===== src/rtl/invader_formation_pkg.sv =====
// Shared invader grid geometry, bounds and pacing, used by the game side
// and the VGA renderer so both agree on the formation layout.
package invader_formation_pkg;

    localparam int INVADERS_H = 11;
    localparam int INVADERS_V = 5;
    localparam int INVADERS_N = INVADERS_H * INVADERS_V;

    localparam logic [10:0] INVADERS_OFFSET_H = 11'd40;
    localparam logic [10:0] INVADERS_OFFSET_V = 11'd32;
    localparam logic [10:0] INVADER_W = 11'd24;
    localparam logic [10:0] INVADER_HT = 11'd16;
    localparam logic [10:0] START_X = 11'd100;
    localparam logic [10:0] START_Y = 11'd64;
    localparam logic [10:0] LEFT_BOUND = 11'd8;
    localparam logic [10:0] RIGHT_BOUND = 11'd632;
    localparam logic [10:0] BOTTOM_LIMIT = 11'd400;
    localparam logic [10:0] STEP_H = 11'd2;
    localparam logic [10:0] STEP_V = 11'd8;

    localparam logic [5:0] ALIVE_INIT = 6'd55;
    localparam logic [INVADERS_N-1:0] FULL_MASK = {INVADERS_N{1'b1}};

    localparam logic ST_RUN = 1'b0;
    localparam logic ST_HALT = 1'b1;

    // Frame-count threshold (period - 1): the wave speeds up as it thins out.
    function automatic logic [3:0] period_m1(input logic [5:0] alive);
        if (alive >= 6'd40) return 4'd15;
        else if (alive >= 6'd20) return 4'd7;
        else if (alive >= 6'd5) return 4'd3;
        else return 4'd0;
    endfunction

endpackage


===== src/rtl/invader_formation_bounds.sv =====
// Occupied-extent finder for the alive mask: leftmost and rightmost
// occupied columns, lowest occupied row, and an empty flag.
module formation_bounds
    import invader_formation_pkg::*;
(
    input  logic [INVADERS_N-1:0] invaders,
    output logic [3:0]            col_l,
    output logic [3:0]            col_r,
    output logic [2:0]            row_b,
    output logic                  empty
);

    logic [INVADERS_H-1:0] col_any;
    logic [INVADERS_V-1:0] row_any;

    always_comb begin
        col_any = '0;
        row_any = '0;
        for (int r = 0; r < INVADERS_V; r++) begin
            for (int c = 0; c < INVADERS_H; c++) begin
                if (invaders[r*INVADERS_H+c]) begin
                    col_any[c] = 1'b1;
                    row_any[r] = 1'b1;
                end
            end
        end
    end

    // Later matches overwrite earlier ones, giving the priority direction.
    always_comb begin
        col_l = 4'd0;
        col_r = 4'd0;
        row_b = 3'd0;
        for (int c = INVADERS_H - 1; c >= 0; c--)
            if (col_any[c]) col_l = 4'(c);
        for (int c = 0; c < INVADERS_H; c++)
            if (col_any[c]) col_r = 4'(c);
        for (int r = 0; r < INVADERS_V; r++)
            if (row_any[r]) row_b = 3'(r);
    end

    assign empty = ~|col_any;

endmodule


===== src/rtl/invader_formation.sv =====
// Invader wave state: alive mask, formation position, march pacing and
// end-of-wave detection. All changes follow the start-of-blanking pulse.
module invader_formation
    import invader_formation_pkg::*;
(
    input  logic                  clk,
    input  logic                  rst,
    input  logic                  frame,
    input  logic [5:0]            invader_collision,
    input  logic                  restart,
    output logic [INVADERS_N-1:0] invaders,
    output logic [9:0]            invaders_x,
    output logic [9:0]            invaders_y,
    output logic                  step,
    output logic                  anim,
    output logic                  all_dead,
    output logic                  landed
);

    logic                  state;
    logic [INVADERS_N-1:0] mask;
    logic [10:0]           x;
    logic [10:0]           y;
    logic                  dir_l;
    logic [3:0]            frame_cnt;
    logic [5:0]            alive_cnt;

    logic [3:0]            col_l;
    logic [3:0]            col_r;
    logic [2:0]            row_b;
    logic                  empty;

    formation_bounds u_bounds (
        .invaders (mask),
        .col_l    (col_l),
        .col_r    (col_r),
        .row_b    (row_b),
        .empty    (empty)
    );

    logic                  hit_ok;
    logic [5:0]            hit_idx;
    logic [INVADERS_N-1:0] hit_vec;
    logic                  hit;
    logic [INVADERS_N-1:0] mask_nxt;
    logic                  move;
    logic                  rev_r;
    logic                  rev_l;
    logic                  land;

    always_comb begin
        hit_ok   = (invader_collision != 6'd0) && (invader_collision <= 6'd55);
        hit_idx  = invader_collision - 6'd1;
        hit_vec  = hit_ok ? (INVADERS_N'(1) << hit_idx) : '0;
        hit      = |(hit_vec & mask);
        mask_nxt = hit ? (mask & ~hit_vec) : mask;
    end

    always_comb begin
        move  = frame && (frame_cnt >= period_m1(alive_cnt));
        rev_r = (x + 11'(col_r) * INVADERS_OFFSET_H + INVADER_W + STEP_H)
                > RIGHT_BOUND;
        rev_l = (x + 11'(col_l) * INVADERS_OFFSET_H) < (LEFT_BOUND + STEP_H);
        // Landing is judged on the position the previous move produced.
        land  = step
                && (y + 11'(row_b) * INVADERS_OFFSET_V + INVADER_HT)
                   >= BOTTOM_LIMIT;
    end

    always_ff @(posedge clk) begin
        if (rst || restart) begin
            state     <= ST_RUN;
            mask      <= FULL_MASK;
            x         <= START_X;
            y         <= START_Y;
            dir_l     <= 1'b0;
            frame_cnt <= 4'd0;
            alive_cnt <= ALIVE_INIT;
            step      <= 1'b0;
            anim      <= 1'b0;
            landed    <= 1'b0;
        end else begin
            step <= 1'b0;
            if (state == ST_RUN) begin
                if (hit) begin
                    mask      <= mask_nxt;
                    alive_cnt <= alive_cnt - 6'd1;
                end
                if (frame) begin
                    if (move) begin
                        frame_cnt <= 4'd0;
                        step      <= 1'b1;
                        anim      <= ~anim;
                        if (!dir_l) begin
                            if (rev_r) begin
                                y     <= y + STEP_V;
                                dir_l <= 1'b1;
                            end else begin
                                x <= x + STEP_H;
                            end
                        end else begin
                            if (rev_l) begin
                                y     <= y + STEP_V;
                                dir_l <= 1'b0;
                            end else begin
                                x <= x - STEP_H;
                            end
                        end
                    end else begin
                        frame_cnt <= frame_cnt + 4'd1;
                    end
                end
                if (land) landed <= 1'b1;
                if (land || (mask_nxt == '0)) state <= ST_HALT;
            end
        end
    end

    assign invaders   = mask;
    assign invaders_x = x[9:0];
    assign invaders_y = y[9:0];
    assign all_dead   = empty;

endmodule


===== config.mk =====
export PLATFORM = sky130hd
export DESIGN_NAME = invader_formation
export DESIGN_NICKNAME = d
export VERILOG_FILES = /design/src/rtl/invader_formation_pkg.sv /design/src/rtl/invader_formation_bounds.sv /design/src/rtl/invader_formation.sv
export SDC_FILE = /design/constraint.sdc
export NUM_CORES = 1
export LEC_CHECK = 0
export BUFFER_PORTS_ARGS = -buffer_cell sky130_fd_sc_hd__buf_2
export CORE_MARGIN = 5
export CORE_UTILIZATION = 35
export DETAILED_ROUTE_END_ITERATION = 10
export GPL_TIMING_DRIVEN = 0
export PLACE_DENSITY = 0.58
export SYNTH_ARGS = -nofsm -noshare
export SYNTH_HDL_FRONTEND = slang
export SYNTH_SLANG_ARGS = --single-unit

===== constraint.sdc =====
create_clock -name clk -period 11.1 [get_ports clk]
set_input_delay 0.555 -clock clk [delete_from_list [all_inputs] [get_ports clk]]
set_output_delay 0.555 -clock clk [all_outputs]
set_load 0.01 [all_outputs]

==> results of run 1 <==
## routing by layer
metal / global-route usage / part of all wire / wire [µm] / up-vias
met4: 0.0707 / 0.031 / 782 / 0
li1: - / - / - / 3341
met2: 0.340 / 0.42 / 10700 / 339
met1: 0.328 / 0.45 / 11500 / 3352
met5: 0 / 0 / 0 / -
met3: 0.0518 / 0.094 / 2380 / 82
## cells in the mapped netlist (all sizes together) (15+ instances only)
cell type	instances	area [µm²]
nand3	34	170
dfxtp	88	1760
buf	33	230
nand2b	15	93.8
nor4	17	106
nor2b	19	119
nor2	52	195
o21ai	89	445
xnor2	19	166
inv	42	158
a21oi	34	170
ha	51	638
clkbuf	27	101
o31ai	18	140
nand2	102	383
nor3	24	120
## power breakdown
group	switching [mW]	leakage (nW)	internal (mW)
Combinational	0.0460	2.11	0.0200
Clock	0.135	0.138	0.163
Sequential	0.00342	0.712	0.317
## worst min-delay path, cell delays in order, from the launching register on
cell,delay (ps)
dfxtp_1,320
nand2_1,60
o41ai_1,50
## flip-flops by register name, indices dropped and copies added (netlist names)
register	cells
dir_l	1
invaders	55
frame_cnt	4
state	1
y	8
x	10
landed	1
anim	1
step	1
alive_cnt	6
## kinds of logic (layout without fill, tap and decap cells)
| logic type | count (synthesis) | after routing | share of synthesized area |
|---|---|---|---|
| adder cells (fa/ha/maj) | 56 | 56 | 0.110 |
| buffers and inverters | 102 | 200 | 0.0731 |
| AND/OR/NAND/NOR | 332 | 332 | 0.251 |
| multiplexers | 15 | 15 | 0.0256 |
| XOR/XNOR | 28 | 28 | 0.0366 |
| other | 1 | 4 | 0.000560 |
| flip-flops | 88 | 88 | 0.263 |
| AO/OA/AOI/OAI | 243 | 243 | 0.240 |
## per-stage QoR
stage	total power, mW	std cells	hold WS, ps
6_report	0.685	1200	479
5_1_grt	0.706	1200	510
4_1_cts	0.688	1200	486
3_5_place_dp	0.391	1185	475
3_3_place_gp	0.392	1185	479
2_1_floorplan	0.368	868	457
## layout make-up
class,count,share of cell area
Buffer,60,0.0431
Clock buffer,11,0.0328
Clock inverter,4,0.00390
Inverter,42,0.0205
Multi-Input combinational cell,678,0.579
Sequential cell,88,0.229
Tap cell,234,0.0380
Timing Repair Buffer,83,0.0540
## worst max path at each step
stage            startpoint    end  slack [ps]  cells after the start
2_1_floorplan  invaders[20]  x[10]        5880                     18
3_3_place_gp   invaders[31]   x[4]        4550                     20
3_5_place_dp   invaders[31]   x[4]        4490                     20
4_1_cts        invaders[31]   x[4]        4470                     20
5_1_grt        invaders[31]   x[8]        3800                     20
6_report       invaders[31]   x[4]        4450                     20
==> results.cfg, run 1 <==
[setup_path]
crit_type = flip-flop to flip-flop
reg2regPathDepth = 20
regToRegSetupSlack_ps = 4450
r2r_end = x[4]
crit_slowest_cell = nor4_1
critical_path.most_common_cell = ha_1
critical_path_buf_inv_count = 4
r2r_start = invaders[31]
crit_chain = or4_1 > nor4_1 > inv_1 > a21oi_1 > ha_1 > ha_1 > inv_1 > fa_1 > inv_1 > ha_1 > ha_1 > nand3_1 > o211ai_1 > o41a_1 > nor3_1 > a211oi_1 > nand3_1 > clkbuf_1 > nand3_1 > o31ai_1
worstPathRequired_ps = 11320
worstPathMaxFanout = 10
crit_path_end_kind = flip-flop
arrival_ps = 6870
crit_path_start_kind = flip-flop
slowest_delay_ps = 800
cp_top_family = simple AND/OR/NAND/NOR gates

[timing]
setup_slack_ps = 4450
setup_viol = 0
tightest_slew_ps = 1000
rsz0062_at_grt = false
finClkSkew_ps = 6.34
relSlewSlack = 0.324
finalCritPeriodShare = 0.599
fmax_ghz = 0.150
tns_ps = 0
slew_violations = 0
fin_crit_ps = 6650
hold_viol = 0

[layout]
diodes = 0
nFillCells = 1978
fin_area_mm2 = 0.00770
seqCellArea_mm2 = 0.00176
final_cell_mix = nand2_1 (102), buf_2 (90), dfxtp_1 (88), o21ai_0 (86), nor2_1 (52)
multiInputGateArea_mm2 = 0.00446
drive_gt1_frac = 0.161
area_growth_pct = 15.0
mostFrequentLayoutCell = nand2_1
layout.nets = 1028
fin_util = 0.410

[floorplanning]
fp.dieH_um = 148
initial_core_util = 0.357
ioPinCount = 89
design.core.area_mm2 = 0.0188
die-area_mm2 = 0.0220
fp.dieW_um = 148
rows = 50

[pwr]
ir_worst_vdd_v = 0.0000563
power.leakage_nw = 2.96
power_density_mw_per_mm2 = 89.0

[synth]
synth_warnings = 0
synth_area_mm2 = 0.00670
seq_area_frac_synth = 0.263
syn_inst = 865
synth-main-ff-cell = dfxtp_1
async_flop_share = 0
synth-seq-cells = 88
synth_cell_type_count = 67
synth_edf_count = 0
avgSynthCellArea_um2 = 7.74

[routing]
drt-pass1-iter-count = 5
viasPerCell = 5.93
vias = 7114
drtIter0Drc = 783
post_drt_wl_per_cell_um = 21.2
drt-total-wl_mm = 25.4
drc = 0
drt.antenna.violating_nets = 0

[placement]
dpl_cell_area_mm2 = 0.00742
portBuffers = 83
hpwl_mm = 19.2
place_ws_ps = 4490
gp_congestion = 1.00

[clocking]
numCtsBuffers = 9
clk_pin_slew_ps = 70
cts_root_buffer = clkbuf_16
cts_hold_buf = 0
clock_latency_ps = 360
post_cts_buffers = 0
cts_tree = done
cts_buffer_depth = 2
cts.htree.levels = 3
cts_sinks = 88
post_cts_resized = 0

[min_path]
hold_depth = 2
hold_path_class = flip-flop to flip-flop
holdPathEnd = landed
hp-start = landed

[job]
cap_violations = 0

[global_routing]
grt_pass1_vias = 6691
grt_overflow_total = 0
grt_pass1_wl_mm = 39.3
grt_max_degree = 15
grt.total_usage = 0.228
antenna_found_initial = 0

[outcome]
run_status = completed
(Power assumes the default switching activity.)
==> inputs of run 2 (changes only) <==
ABC_AREA = 1   (was default)
PLACE_DENSITY = 0.6   (was 0.58)
clock period = 5.89 ns   (was 11.1 ns; I/O delays follow)
==> results.cfg, run 2 <==
[synth]
synth-seq-cells = 88
synth-main-ff-cell = dfxtp_1
synth_area_mm2 = 0.00681
synth_edf_count = 0
seq_area_frac_synth = 0.259
synth_most_common_cell = nand2_1
avgSynthCellArea_um2 = 6.62
synth_top_area_cell = dfxtp_1
synth_cell_type_count = 43
async_flop_share = 0
synth_common_cells = nand2_1 (222), inv_1 (135), nand3_1 (124)
synth_top_cell_area_share = 0.259
synth.area.top_cells = dfxtp_1 (26%), nand2_1 (12%), ha_1 (9.4%)
synth_warnings = 0
syn_inst = 1029

[pwr]
switching_power_mw = 0.339
swShare = 0.260
ir_worst_vdd_v = 0.000103
power_frac_comb = 0.093
power.leakage_nw = 4.09
power_density_mw_per_mm2 = 166
pwr-share-clk = 0.441
share_seq_of_total_power = 0.466
fin_total_pwr_mw = 1.30
internal_power_mw = 0.964

[global_routing]
grt_max_degree = 15
grt_pass1_vias = 6677
grt_overflow_total = 0
grt_pass1_wl_mm = 35.6
antenna_found_initial = 1
grt.total_usage = 0.205

[timing]
finClkSkew_ps = 7.09
relSlewSlack = 0.587
tightest_slew_ps = 620
finalCritPeriodShare = 0.847
tns_ps = 0
fin_crit_ps = 4990
setup_slack_ps = 899
setup_viol = 0
slew_violations = 0
rsz0062_at_grt = false
hold_viol = 0
fmax_ghz = 0.200

[setup_path]
worstPathRequired_ps = 6110
crit_path_end_kind = flip-flop
critical_path.most_common_cell = nand2_1
worstPathMaxFanout = 9
r2r_start = invaders[13]
slowest_delay_ps = 480
crit_type = flip-flop to flip-flop
crit_path_start = invaders[13]
crit_slowest_cell = fa_1
arrival_ps = 5210
crit_path_start_kind = flip-flop

[clocking]
cts_hold_buf = 0
cts_sinks = 88
clock_latency_ps = 350
cts_tree = done
post_cts_resized = 0
post_cts_buffers = 0
clk_pin_slew_ps = 60
numCtsBuffers = 9
cts_buffer_depth = 2
cts_root_buffer = clkbuf_16
cts.htree.levels = 3

[layout]
largest_register_ffs = 55
area_growth_pct = 15.3
mostFrequentLayoutCell = nand2_1
drive_gt1_frac = 0.130
nFillCells = 2101
diodes = 0
layout.nets = 1192
final_cell_mix = nand2_1 (222), inv_1 (135), nand3_1 (124), nor2_1 (103), dfxtp_1 (88)

[placement]
hpwl_mm = 18.6
gp_congestion = 0.983
place_ws_ps = 909
portBuffers = 83

[job]
cap_violations = 0

[outcome]
run_status = completed

[routing]
viasPerCell = 5.12
post_drt_wl_per_cell_um = 16.3
drtIter0Drc = 467
vias = 7142
drt-pass1-iter-count = 5
drt-total-wl_mm = 22.7
drt.antenna.violating_nets = 0
drc = 0

[floorplanning]
ioPinCount = 89
fp.dieH_um = 149
rows = 51
fp.dieW_um = 149
design.core.area_mm2 = 0.0193
die-area_mm2 = 0.0223
initial_core_util = 0.352

[min_path]
hp-start = frame
hold_path_class = primary input to flip-flop
[run 2: power groups by stage]
| stage | sequential, mW | combinational (mW) | clock [mW] |
|---|---|---|---|
| 2_1_floorplan | 0.619 | 0.0831 | 0 |
| 3_3_place_gp | 0.620 | 0.120 | 0 |
| 3_5_place_dp | 0.620 | 0.120 | 0 |
| 4_1_cts | 0.606 | 0.120 | 0.587 |
| 5_1_grt | 0.607 | 0.135 | 0.613 |
| 6_report | 0.607 | 0.122 | 0.575 |
[run 2: path summary, 6_finish.rpt]
kind                                     end  slack (ps)  depth (start not counted)
worst max register to register          y[6]         900                         26
worst max-delay path                    y[6]         900                         26
worst min register to register        landed         450                          2
worst min-delay path            frame_cnt[1]         260                          4
[run 2: layout make-up]
type                       count  area, µm²  share of cell area
timing repair buffer          83        415              0.0529
buffer                        45        280              0.0357
inverter                     141        529              0.0674
sequential                    88       1760               0.224
clock inverter                 4       56.3             0.00717
multi-input combinational    758       4250               0.541
clock buffer                  10        229              0.0292
tap                          265        332              0.0422
[run 2: kinds of logic after synthesis]
group / Yosys count / synth area share
AO/OA/AOI/OAI: 124 / 0.110
XOR/XNOR: 33 / 0.0424
adder cells (fa/ha/maj): 56 / 0.108
buffers and inverters: 186 / 0.119
flip-flops: 88 / 0.259
other: 1 / 0.000551
AND/OR/NAND/NOR: 541 / 0.361
[run 2: through the flow]
step / area, µm² / util / cells / hold slack (ps)
after detailed placement: 7570 / 0.391 / 1380 / 444
after global routing: 7850 / 0.406 / 1394 / 290
after floorplan: 6820 / - / 1032 / 451
after global placement: 7570 / 0.391 / 1380 / 442
after CTS: 7850 / 0.406 / 1394 / 253
final: 7850 / 0.406 / 1394 / 259
[run 2: critical path, delay by kind of cell (launching register included)]
kind            cells  cell delay (ps)
compound gates      3              450
flops               1              400
fa+ha+maj           5             1530
buf+inv             5              340
xor+xnor            1              120
simple gates       12             2020
[run 2: routing by layer]
layer | track usage | vias up | wire (µm)
li1 | - | 3616 | -
met1 | 0.266 | 3229 | 10100
met2 | 0.329 | 241 | 9990
met3 | 0.0424 | 54 | 1780
met4 | 0.0883 | 2 | 842
met5 | 0 | - | 19
